## src/rtl/bcd_countdown_timer_if.sv

```systemverilog
// ---------------------------------------------------------------------------
// bcd_countdown_timer_if
//   Control / status bundle for the BCD countdown timer.
//   master : drives tick, load, load_value, start, stop;
//            observes count, running, done, load_err
//   slave  : the timer itself (opposite directions)
//   DIGITS : number of BCD digits; bus width is 4*DIGITS, digit 0 in [3:0]
// ---------------------------------------------------------------------------
interface bcd_countdown_timer_if #(
    parameter int DIGITS = 2
);
    logic                  tick;
    logic                  load;
    logic [4*DIGITS-1:0]   load_value;
    logic                  start;
    logic                  stop;
    logic [4*DIGITS-1:0]   count;
    logic                  running;
    logic                  done;
    logic                  load_err;

    modport master (
        output tick, load, load_value, start, stop,
        input  count, running, done, load_err
    );

    modport slave (
        input  tick, load, load_value, start, stop,
        output count, running, done, load_err
    );
endinterface

```

## src/rtl/bcd_countdown_timer.sv

```systemverilog
// ---------------------------------------------------------------------------
// bcd_countdown_timer
//   Loadable multi-digit BCD down-counter. Each digit counts 9..0 and borrows
//   from the digit above; counting happens in RUN on cycles where tick=1.
//   Reaching zero emits a one-cycle done pulse and parks the counter in DONE.
//
// Ports:
//   clock  : system clock, rising edge
//   clear  : synchronous active-high reset (highest priority)
//   bus    : bcd_countdown_timer_if.slave
//              tick, load, load_value, start, stop  (inputs)
//              count, running, done, load_err       (registered outputs)
//
// Parameters:
//   DIGITS : number of BCD digits, 1..8
//
// Build option:
//   BCD_COUNTDOWN_AUTO_RELOAD_EN : when defined, reaching zero reloads the
//   last accepted preset and keeps running (done still pulses). A zero
//   preset falls back to entering DONE.
//
// Edge priority: clear > load > stop > start > tick.
// ---------------------------------------------------------------------------

// One BCD digit: decrement-with-borrow and preset validity check.
module bcd_countdown_digit (
    input  logic [3:0] cur,
    input  logic       borrow_in,
    input  logic [3:0] preset,
    output logic [3:0] nxt,
    output logic       borrow_out,
    output logic       preset_ok
);
    always_comb begin
        nxt        = cur;
        borrow_out = 1'b0;
        if (borrow_in) begin
            if (cur == 4'd0) begin
                nxt        = 4'd9;
                borrow_out = 1'b1;
            end else begin
                nxt = 4'(cur - 4'd1);
            end
        end
    end

    assign preset_ok = (preset <= 4'd9);
endmodule

module bcd_countdown_timer #(
    parameter int DIGITS = 2
) (
    input  logic                   clock,
    input  logic                   clear,
    bcd_countdown_timer_if.slave   bus
);
    typedef enum logic [1:0] {
        S_IDLE,
        S_RUN,
        S_PAUSE,
        S_DONE
    } state_t;

    state_t                   state, state_n;
    logic [DIGITS-1:0][3:0]   count_q, count_n;
    logic [DIGITS-1:0][3:0]   dec_val;
    logic [DIGITS-1:0][3:0]   preset;
    logic [DIGITS:0]          borrow;
    logic [DIGITS-1:0]        nib_ok;
    logic                     preset_ok;
    logic                     count_zero, dec_zero;
    logic                     running_q, running_n;
    logic                     done_q, done_n;
    logic                     load_err_q, load_err_n;

`ifdef BCD_COUNTDOWN_AUTO_RELOAD_EN
    logic [DIGITS-1:0][3:0]   reload_q, reload_n;
`endif

    assign preset    = bus.load_value;
    assign borrow[0] = 1'b1;   // every decrement starts at digit 0

    // Borrow ripples upward through the digit array.
    for (genvar g = 0; g < DIGITS; g++) begin : g_digit
        bcd_countdown_digit u_digit (
            .cur        (count_q[g]),
            .borrow_in  (borrow[g]),
            .preset     (preset[g]),
            .nxt        (dec_val[g]),
            .borrow_out (borrow[g+1]),
            .preset_ok  (nib_ok[g])
        );
    end

    assign preset_ok  = &nib_ok;
    assign count_zero = (count_q == '0);
    assign dec_zero   = (dec_val == '0);

    // State, count and pulse registers.
    always_ff @(posedge clock) begin
        if (clear) begin
            state      <= S_IDLE;
            count_q    <= '0;
            running_q  <= 1'b0;
            done_q     <= 1'b0;
            load_err_q <= 1'b0;
`ifdef BCD_COUNTDOWN_AUTO_RELOAD_EN
            reload_q   <= '0;
`endif
        end else begin
            state      <= state_n;
            count_q    <= count_n;
            running_q  <= running_n;
            done_q     <= done_n;
            load_err_q <= load_err_n;
`ifdef BCD_COUNTDOWN_AUTO_RELOAD_EN
            reload_q   <= reload_n;
`endif
        end
    end

    // Next-state / next-output logic, evaluated in edge-priority order.
    always_comb begin
        state_n    = state;
        count_n    = count_q;
        done_n     = 1'b0;
        load_err_n = 1'b0;
`ifdef BCD_COUNTDOWN_AUTO_RELOAD_EN
        reload_n   = reload_q;
`endif
        if (bus.load) begin
            // A preset with any non-BCD nibble is rejected wholesale so
            // count can never hold an illegal digit.
            if (preset_ok) begin
                count_n = preset;
                state_n = S_IDLE;
`ifdef BCD_COUNTDOWN_AUTO_RELOAD_EN
                reload_n = preset;
`endif
            end else begin
                load_err_n = 1'b1;
            end
        end else if (bus.stop) begin
            // stop shadows a simultaneous start, so PAUSE stays PAUSE.
            if (state == S_RUN)
                state_n = S_PAUSE;
        end else if (bus.start) begin
            if ((state == S_IDLE && !count_zero) || state == S_PAUSE)
                state_n = S_RUN;
        end else if (bus.tick && state == S_RUN) begin
            count_n = dec_val;
            if (dec_zero) begin
                done_n  = 1'b1;
`ifdef BCD_COUNTDOWN_AUTO_RELOAD_EN
                if (reload_q != '0)
                    count_n = reload_q;
                else
                    state_n = S_DONE;
`else
                state_n = S_DONE;
`endif
            end
        end
        running_n = (state_n == S_RUN);
    end

    assign bus.count    = count_q;
    assign bus.running  = running_q;
    assign bus.done     = done_q;
    assign bus.load_err = load_err_q;
endmodule

```

## src/flat_wrapper.sv

```systemverilog
// flat-port wrapper written by rule: the top's interface ports become plain ports
module bcd_countdown_timer_flat 
#(
    parameter int DIGITS = 2
)
  (clock, clear, bus_tick, bus_load, bus_load_value, bus_start, bus_stop, bus_count, bus_running, bus_done, bus_load_err);
  bcd_countdown_timer_if #(.DIGITS(DIGITS)) bus_i ();
  input  logic clock;
  input  logic clear;
  input wire logic [$bits(bus_i.tick)-1:0] bus_tick;
  input wire logic [$bits(bus_i.load)-1:0] bus_load;
  input wire logic [$bits(bus_i.load_value)-1:0] bus_load_value;
  input wire logic [$bits(bus_i.start)-1:0] bus_start;
  input wire logic [$bits(bus_i.stop)-1:0] bus_stop;
  output wire logic [$bits(bus_i.count)-1:0] bus_count;
  output wire logic [$bits(bus_i.running)-1:0] bus_running;
  output wire logic [$bits(bus_i.done)-1:0] bus_done;
  output wire logic [$bits(bus_i.load_err)-1:0] bus_load_err;
  assign bus_i.tick = bus_tick;
  assign bus_i.load = bus_load;
  assign bus_i.load_value = bus_load_value;
  assign bus_i.start = bus_start;
  assign bus_i.stop = bus_stop;
  assign bus_count = bus_i.count;
  assign bus_running = bus_i.running;
  assign bus_done = bus_i.done;
  assign bus_load_err = bus_i.load_err;
  bcd_countdown_timer #(.DIGITS(DIGITS)) u_core (.clock(clock), .clear(clear), .bus(bus_i));
endmodule
```

## config.mk

```make
export PLATFORM = sky130hd
export DESIGN_NAME = bcd_countdown_timer_flat
export DESIGN_NICKNAME = d
export VERILOG_FILES = /design/src/rtl/bcd_countdown_timer_if.sv /design/src/rtl/bcd_countdown_timer.sv /design/src/flat_wrapper.sv
export SDC_FILE = /design/constraint.sdc
export NUM_CORES = 1
export LEC_CHECK = 0
export CORE_MARGIN = 5
export CORE_UTILIZATION = 48
export CTS_CLUSTER_SIZE = 40
export DETAILED_ROUTE_END_ITERATION = 6
export PLACE_DENSITY = 0.92
export RECOVER_POWER = 100
export SYNTH_ARGS = -nofsm -noshare
export SYNTH_HDL_FRONTEND = slang
export SYNTH_SLANG_ARGS = --single-unit
```

## constraint.sdc

```tcl
create_clock -name clock -period 3.45 [get_ports clock]
set_clock_uncertainty 0.15 [all_clocks]
set_input_delay 0.345 -clock clock [delete_from_list [all_inputs] [get_ports clock]]
set_output_delay 0.345 -clock clock [all_outputs]
set_load 0.03 [all_outputs]
```

==> results of run 1 <==
-- cell type report --
type	instances	area share
Tap cell	16	0.0190
Inverter	3	0.0107
Clock buffer	4	0.0250
Multi-Input combinational cell	75	0.466
Sequential cell	13	0.247
Timing Repair Buffer	25	0.232
-- power breakdown --
| group | internal (W) | switching [W] | total, W | leakage [nW] |
|---|---|---|---|---|
| logic | 0.0000549 | 0.0000691 | 0.000124 | 0.281 |
| registers | 0.000159 | 0.0000159 | 0.000175 | 0.106 |
| clock network | 0.0000449 | 0.0000524 | 0.0000974 | 0.0150 |
-- kinds of logic after synthesis --
kind of cell,Yosys count
AOI/OAI and AO/OA,32
and+or+nand+nor,42
DFF,13
buffers and inverters,7
muxes,1
-- metrics by stage --
step	utilization	cell area, um^2	total power [W]	hold slack [ps]	instances
5_1_grt	0.690	1050	0.000417	420	136
4_1_cts	0.693	1060	0.000401	385	136
6_report	0.690	1050	0.000397	384	136
2_1_floorplan	-	787	0.000256	274	95
3_3_place_gp	0.676	1030	0.000301	365	132
3_5_place_dp	0.676	1030	0.000305	373	132
-- flip-flops by register name, summed over array words and instances (netlist names) --
| name | flops |
|---|---|
| u_core.bus.count | 8 |
| u_core.state | 2 |
| u_core.bus.done | 1 |
| u_core.bus.load_err | 1 |
| u_core.bus.running | 1 |
-- synthesized netlist by cell type, types with 3 or more instances --
master	number	share of area
inv_1	3	0.014
nand2_1	7	0.033
a31oi_1	3	0.024
nor2_1	13	0.062
a21oi_1	5	0.032
dfxtp_1	13	0.33
nand3_1	3	0.019
-- metal layers --
layer | wire [um] | vias up | part of all wire
met2 | 1100 | 51 | 0.49
met4 | 53 | 0 | 0.024
met5 | 0 | - | 0
met3 | 190 | 7 | 0.086
li1 | - | 420 | -
met1 | 878 | 416 | 0.40
-- worst max-delay path by stage --
stage	slack, ps	end
2_1_floorplan	1640	u_core.bus.count[3]
6_report	820	u_core.bus.running
3_3_place_gp	1260	u_core.bus.count[3]
5_1_grt	660	u_core.bus.running
4_1_cts	1400	bus_count[0]
3_5_place_dp	1180	u_core.bus.count[3]
==> results.cfg, run 1 <==
[outcome]
status = finished clean

[power_and_ir_drop]
powerDensity_mw_per_mm2 = 377
ir_drop_v = 0.000184
p_leak_nw = 0.402

[cts]
cts-root-buf = clkbuf_4
clk_latency_ps = 280
clock_sinks = 13
h-tree-depth = 1
clk_pin_slew_ps = 80
cts_hold_buf = 0
clk_path_buf_depth = 2
post-cts-setup-buffers = 0
tritoncts = built
cts_buffers = 3
cts-resized-gates = 0

[logic_synthesis]
synthSimpleGateAreaFrac = 0.308
yosys_warnings = 0
synth_adder_area_share = 0
synth_top_family_by_area = simple AND/OR/NAND/NOR gates
dominantRegCellSynth = dfxtp_1
mappedNetlistArea_um2 = 787
synth_edf_count = 0
netlist_instances = 95
synth_xor_area_frac = 0
yosysSeqAreaShare = 0.331
synth.area.mux_share = 0.0191
ys_ff_latch = 13
ys_types = 40
syn_nets = 109
postSynthAreaPerCell_um2 = 8.28
synth_compound_area_frac = 0.296
asyncSetResetFlopFracSynth = 0

[layout]
fin_nets = 135
final_cell_mix = nor2_1 (13), dfxtp_1 (13), dlygate4sd3_1 (12), clkdlybuf4s50_1 (12), nand2_1 (7)
drive_gt1_frac = 0.0750
diodes = 0
register_area_um2 = 260
syn_to_final_growth_pct = 33.7
fillCellCount = 122
multi_input_area_um2 = 490

[die]
io_pins = 25
die_w_um = 50.5
start_util = 0.516
die-area_mm2 = 0.00255
rows = 14
fp.coreArea_mm2 = 0.00152
die_y_um = 50.5

[setup_path]
cp_cell_sequence = dlygate4sd3_1 > clkbuf_1 > nand2_1 > o21ai_1 > o21ai_0 > nor4b_1
crit_fanout = 22
cp_top_family = buffers and inverters
rrSetupSlack_ps = 1650
critPathKind = primary input to register
cp-end-kind = register
worst_setup_path_start_kind = primary input
worst-path-stages = 6
max_stage_delay_ps = 650
worstReg2RegStart = u_core.bus.count[5]
critPathLaunch = bus_load
cp_num_buf_inv = 2
critPathSlowestCell = clkbuf_1
reg2reg_to = u_core.bus.running
cp_data_required_time_ps = 3450
r2r_cells = 4
worstPathArrival_ps = 2630

[sta]
hold_viol_final = 0
period_share = 0.763
setup_ws_ps = 817
tightest_slew_ps = 860
relSlewSlack = 0.426
setup_viol = 0
layout_min_cycle_time_ps = 2630
rsz0062_at_grt = no
finalMaxSlewViolations = 0
fin_tns_setup_ps = 0
fmaxAchievable_ghz = 0.380

[global_route]
grt_overflow = 0
grt_pass1_wl_um = 3490
grt.met1_usage = 0.228
top_usage_layer = met2
track_usage = 0.179
grtUsageMet2 = 0.277
grt_max_degree = 23
use_met3 = 0.0533
antenna_found_initial = 0
grt_pass1_vias = 758

[drt]
first_iter_violations = 51
wl_per_cell_um = 16.3
routed_wl_um = 2220
antenna_left = 0
viasPerCell = 6.57
firstDrtPassIters = 4
num_vias = 894
route.detailed.drc = 0

[placement]
port_buffers = 24
dp_hpwl_um = 1660
gp_congestion = 0.921
dp_slack_ps = 1180

[hold_path]
min_to = u_core.bus.done
hold_path.class = register to register
min_from = u_core.state[1]
whs_path_depth = 1

[job]
maxCapViolations = 0
Power figures use the tool's default switching activity.
==> run 2, diff against run 1 <==
--- a/config.mk
+++ b/config.mk
@@ -6,10 +6,10 @@
 export NUM_CORES = 1
 export LEC_CHECK = 0
 export CORE_MARGIN = 5
-export CORE_UTILIZATION = 48
+export CORE_UTILIZATION = 44
 export CTS_CLUSTER_SIZE = 40
 export DETAILED_ROUTE_END_ITERATION = 6
-export PLACE_DENSITY = 0.92
+export PLACE_DENSITY = 0.87
 export RECOVER_POWER = 100
 export SYNTH_ARGS = -nofsm -noshare
 export SYNTH_HDL_FRONTEND = slang
==> constraint.sdc (replaced) <==
create_clock -name clock -period 2.6 [get_ports clock]
set_clock_uncertainty 0.15 [all_clocks]
set_input_delay 0.26 -clock clock [delete_from_list [all_inputs] [get_ports clock]]
set_output_delay 0.26 -clock clock [all_outputs]
set_load 0.03 [all_outputs]
==> results.cfg, run 2 (same netlist as run 1, synthesis figures left out) <==
[sta]
hold_viol_final = 0
period_share = 0.865
relSlewSlack = 0.482
setup_viol = 0
fin_hold_ws_ps = 378
fmaxAchievable_ghz = 0.445
rsz0062_at_grt = no
tightest_slew_ps = 770
layout_min_cycle_time_ps = 2250
finalMaxSlewViolations = 0
fin_tns_setup_ps = 0

[layout]
fillCellCount = 150
multi_input_area_um2 = 480
register_area_um2 = 260
diodes = 0
largest_reg_flops = 8
final_cell_mix = nor2_1 (13), dfxtp_1 (13), dlygate4sd3_1 (12), clkdlybuf4s50_1 (12), nand2_1 (7)
fin_nets = 135
drive_gt1_frac = 0.0583
syn_to_final_growth_pct = 33.9

[power_and_ir_drop]
ir_drop_v = 0.000304
powerDensity_mw_per_mm2 = 487
p_leak_nw = 0.395

[drt]
wl_per_cell_um = 14.8
routed_wl_um = 2150
viasPerCell = 6.13
firstDrtPassIters = 4
route.detailed.drc = 0
antenna_left = 0
num_vias = 889
first_iter_violations = 40

[cts]
h-tree-depth = 1
clk_pin_slew_ps = 70
cts_buffers = 3
tritoncts = built
cts_hold_buf = 0
cts-root-buf = clkbuf_4
cts-resized-gates = 0
clk_path_buf_depth = 2
post-cts-setup-buffers = 0
clock_sinks = 13
clk_latency_ps = 270

[setup_path]
cp-end-kind = register
worst_setup_path_start_kind = primary input
critPathKind = primary input to register
crit_fanout = 16
cp_data_required_time_ps = 2620
worstReg2RegStart = u_core.bus.count[3]
rrSetupSlack_ps = 600
reg2reg_to = u_core.bus.count[7]
worstPathArrival_ps = 2270
r2r_cells = 4

[global_route]
antenna_found_initial = 0
grt_overflow = 0
grt_pass1_vias = 792
grt_max_degree = 17
grt_pass1_wl_um = 3450
track_usage = 0.173

[die]
die-area_mm2 = 0.00273
die_w_um = 52.3
io_pins = 25
fp.coreArea_mm2 = 0.00171
rows = 15
start_util = 0.461
die_y_um = 52.3

[hold_path]
hold_path.class = register to register
whs_path_depth = 1
min_from = u_core.state[1]
min_to = u_core.bus.done

[outcome]
status = finished clean

[job]
maxCapViolations = 0

[placement]
gp_congestion = 0.935
dp_hpwl_um = 1630
port_buffers = 24
==> run 2: cell counts in the layout (fill, tap and decap cells not counted) <==
Identical to the previous run, type by type.
==> run 2: power by group <==
| group | internal [W] | total (W) | switching [W] |
|---|---|---|---|
| combinational | 0.0000704 | 0.000159 | 0.0000884 |
| clock | 0.0000595 | 0.000122 | 0.0000629 |
| sequential | 0.000211 | 0.000232 | 0.0000206 |
==> run 2: worst max-delay path by stage <==
stage	from	to	cells after the start
after global routing	bus_load	u_core.bus.count[7]	5
after detailed placement	bus_load	u_core.bus.count[3]	5
after floorplan	u_core.bus.count[3]	u_core.bus.count[3]	3
after global placement	bus_load	u_core.bus.count[3]	5
final	bus_load	u_core.bus.count[3]	5
after CTS	u_core.bus.count[0]	bus_count[0]	1
==> run 2: per-layer routing <==
metal  track usage  up-vias  wire (um)
li1              -      424          -
met2         0.271       49       1030
met5             0        -          0
met4        0.0936        0         55
met3        0.0541        8        175
met1         0.208      408        886
==> run 2: layout make-up <==
cell class,instances,share of cell area
sequential,13,0.247
inverter,3,0.0107
timing repair buffer,25,0.232
tap,25,0.0297
clock buffer,4,0.0249
multi-input combinational,75,0.456
==> run 2: metrics by stage <==
stage               instances  setup WS [ps]  total power (W)  utilization  cell area, um^2
detailed placement        141            506         0.000402        0.610             1040
global placement          141            608         0.000400        0.610             1040
finish                    145            351         0.000513        0.617             1050
floorplan                  95            788         0.000339            -              787
global route              145            300         0.000546        0.617             1050
CTS                       145            606         0.000527        0.625             1070
==> run 2: critical path, stage by stage <==
cell and delay [ps]:
dlygate4sd3_1 670, clkbuf_1 510, inv_1 220, mux2_1 370, o221a_1 230
==> run 3, diff against run 2 <==
--- a/config.mk
+++ b/config.mk
@@ -5,10 +5,13 @@
 export SDC_FILE = /design/constraint.sdc
 export NUM_CORES = 1
 export LEC_CHECK = 0
+export CELL_PAD_IN_SITES_DETAIL_PLACEMENT = 1
+export CELL_PAD_IN_SITES_GLOBAL_PLACEMENT = 1
 export CORE_MARGIN = 5
-export CORE_UTILIZATION = 44
+export CORE_UTILIZATION = 32
 export CTS_CLUSTER_SIZE = 40
 export DETAILED_ROUTE_END_ITERATION = 6
+export HOLD_SLACK_MARGIN = 0.05
 export PLACE_DENSITY = 0.87
 export RECOVER_POWER = 100
 export SYNTH_ARGS = -nofsm -noshare
==> results.cfg, run 3 (same netlist as run 1, synthesis figures left out) <==
[cts]
clk_latency_ps = 280
cts_buffers = 3
clock_sinks = 13
clk_path_buf_depth = 2
cts-root-buf = clkbuf_4
cts-resized-gates = 0
cts_hold_buf = 0
tritoncts = built
post-cts-setup-buffers = 0
clk_pin_slew_ps = 80
h-tree-depth = 1

[sta]
relSlewSlack = 0.487
fin_tns_setup_ps = 0
tightest_slew_ps = 762
period_share = 0.833
fin_hold_ws_ps = 403
setup_viol = 0
fmaxAchievable_ghz = 0.462
hold_viol_final = 0
rsz0062_at_grt = no
finalMaxSlewViolations = 0
layout_min_cycle_time_ps = 2170

[setup_path]
critPathLaunch = bus_load
worstReg2RegStart = u_core.bus.count[3]
worst_setup_path_start_kind = primary input
critPathKind = primary input to register
crit_fanout = 13
cp_data_required_time_ps = 2590
cp-end-kind = register
worstPathArrival_ps = 2160

[layout]
register_area_um2 = 260
syn_to_final_growth_pct = 35.9
multi_input_area_um2 = 483
final_cell_mix = nor2_1 (13), clkdlybuf4s50_1 (13), dfxtp_1 (13)
fillCellCount = 289
diodes = 0
drive_gt1_frac = 0.0661
largest_reg_flops = 8
postLayoutCoreUtil = 0.444
fin_nets = 136

[power_and_ir_drop]
pwr-share-seq = 0.442
p_leak_nw = 0.404
p_clk_frac = 0.241
switching_share = 0.345
p_sw_w = 0.000181
powerDensity_mw_per_mm2 = 490
power_frac_comb = 0.317
ir_drop_v = 0.000263
p_int_w = 0.000344

[drt]
antenna_left = 0
wl_per_cell_um = 17.0
routed_wl_um = 2570
firstDrtPassIters = 4
route.detailed.drc = 0
viasPerCell = 6.07
num_vias = 916
first_iter_violations = 31

[die]
die_w_um = 59.6
die_y_um = 59.6
io_pins = 25
start_util = 0.327
rows = 18
fp.coreArea_mm2 = 0.00241
die-area_mm2 = 0.00355

[global_route]
grt_pass1_wl_um = 4300
grt_max_degree = 14
grt_overflow = 0
use_met3 = 0.0414
track_usage = 0.159
grt.met1_usage = 0.190
antenna_found_initial = 0
grtUsageMet2 = 0.261
grt_pass1_vias = 944
top_usage_layer = met2

[placement]
dp_hpwl_um = 1960
port_buffers = 24
gp_congestion = 0.836

[hold_path]
min_from = u_core.bus.count[4]
hold_path.class = register to register

[job]
maxCapViolations = 0

[outcome]
status = finished clean
run 3: cell types whose count changed in the layout (fill, tap and decap cells not counted), sizes merged:
cell and delta:
buf +1, dlygate4sd3 -1, clkdlybuf4s50 +1
run 3: final cells by class:
type                       count  area share
clock buffer                   4      0.0246
timing repair buffer          26       0.235
tap                           30      0.0351
inverter                       3      0.0105
multi-input combinational     75       0.451
sequential                    13       0.243
run 3: path summary, 6_finish.rpt:
path | endpoint | depth (start not counted) | slack (ps)
worst max-delay path | u_core.bus.running | 6 | 430
worst min-delay path | u_core.bus.count[4] | 2 | 400
worst max register to register | u_core.bus.count[7] | 4 | 590
worst min register to register | u_core.bus.count[4] | 2 | 400
run 3: power groups by stage:
stage | clock, W | sequential, W | combinational (W)
after floorplan | 0 | 0.000253 | 0.0000867
after global placement | 0 | 0.000237 | 0.000168
final | 0.000126 | 0.000232 | 0.000166
after CTS | 0.000127 | 0.000233 | 0.000172
after global routing | 0.000137 | 0.000235 | 0.000181
after detailed placement | 0 | 0.000238 | 0.000171
run 3: layer usage:
layer / vias to the layer above / wire (um)
li1: 428 / -
met1: 445 / 1110
met2: 35 / 1240
met3: 8 / 154
met4: 0 / 59
met5: - / 0
run 3: worst max-delay path, cell delays in order:
cell	delay (ps)
clkdlybuf4s50_1	500
clkbuf_1	440
o211ai_1	240
o21ai_1	300
o21ai_0	230
nor4b_1	190
run 3: stage by stage:
step           area (um^2)  total power [W]  worst slack [ps]  cells
2_1_floorplan          787         0.000339               788     95
3_3_place_gp          1050         0.000405               599    147
3_5_place_dp          1050         0.000409               538    147
4_1_cts               1080         0.000532               609    151
5_1_grt               1070         0.000552               307    151
6_report              1070         0.000524               434    151
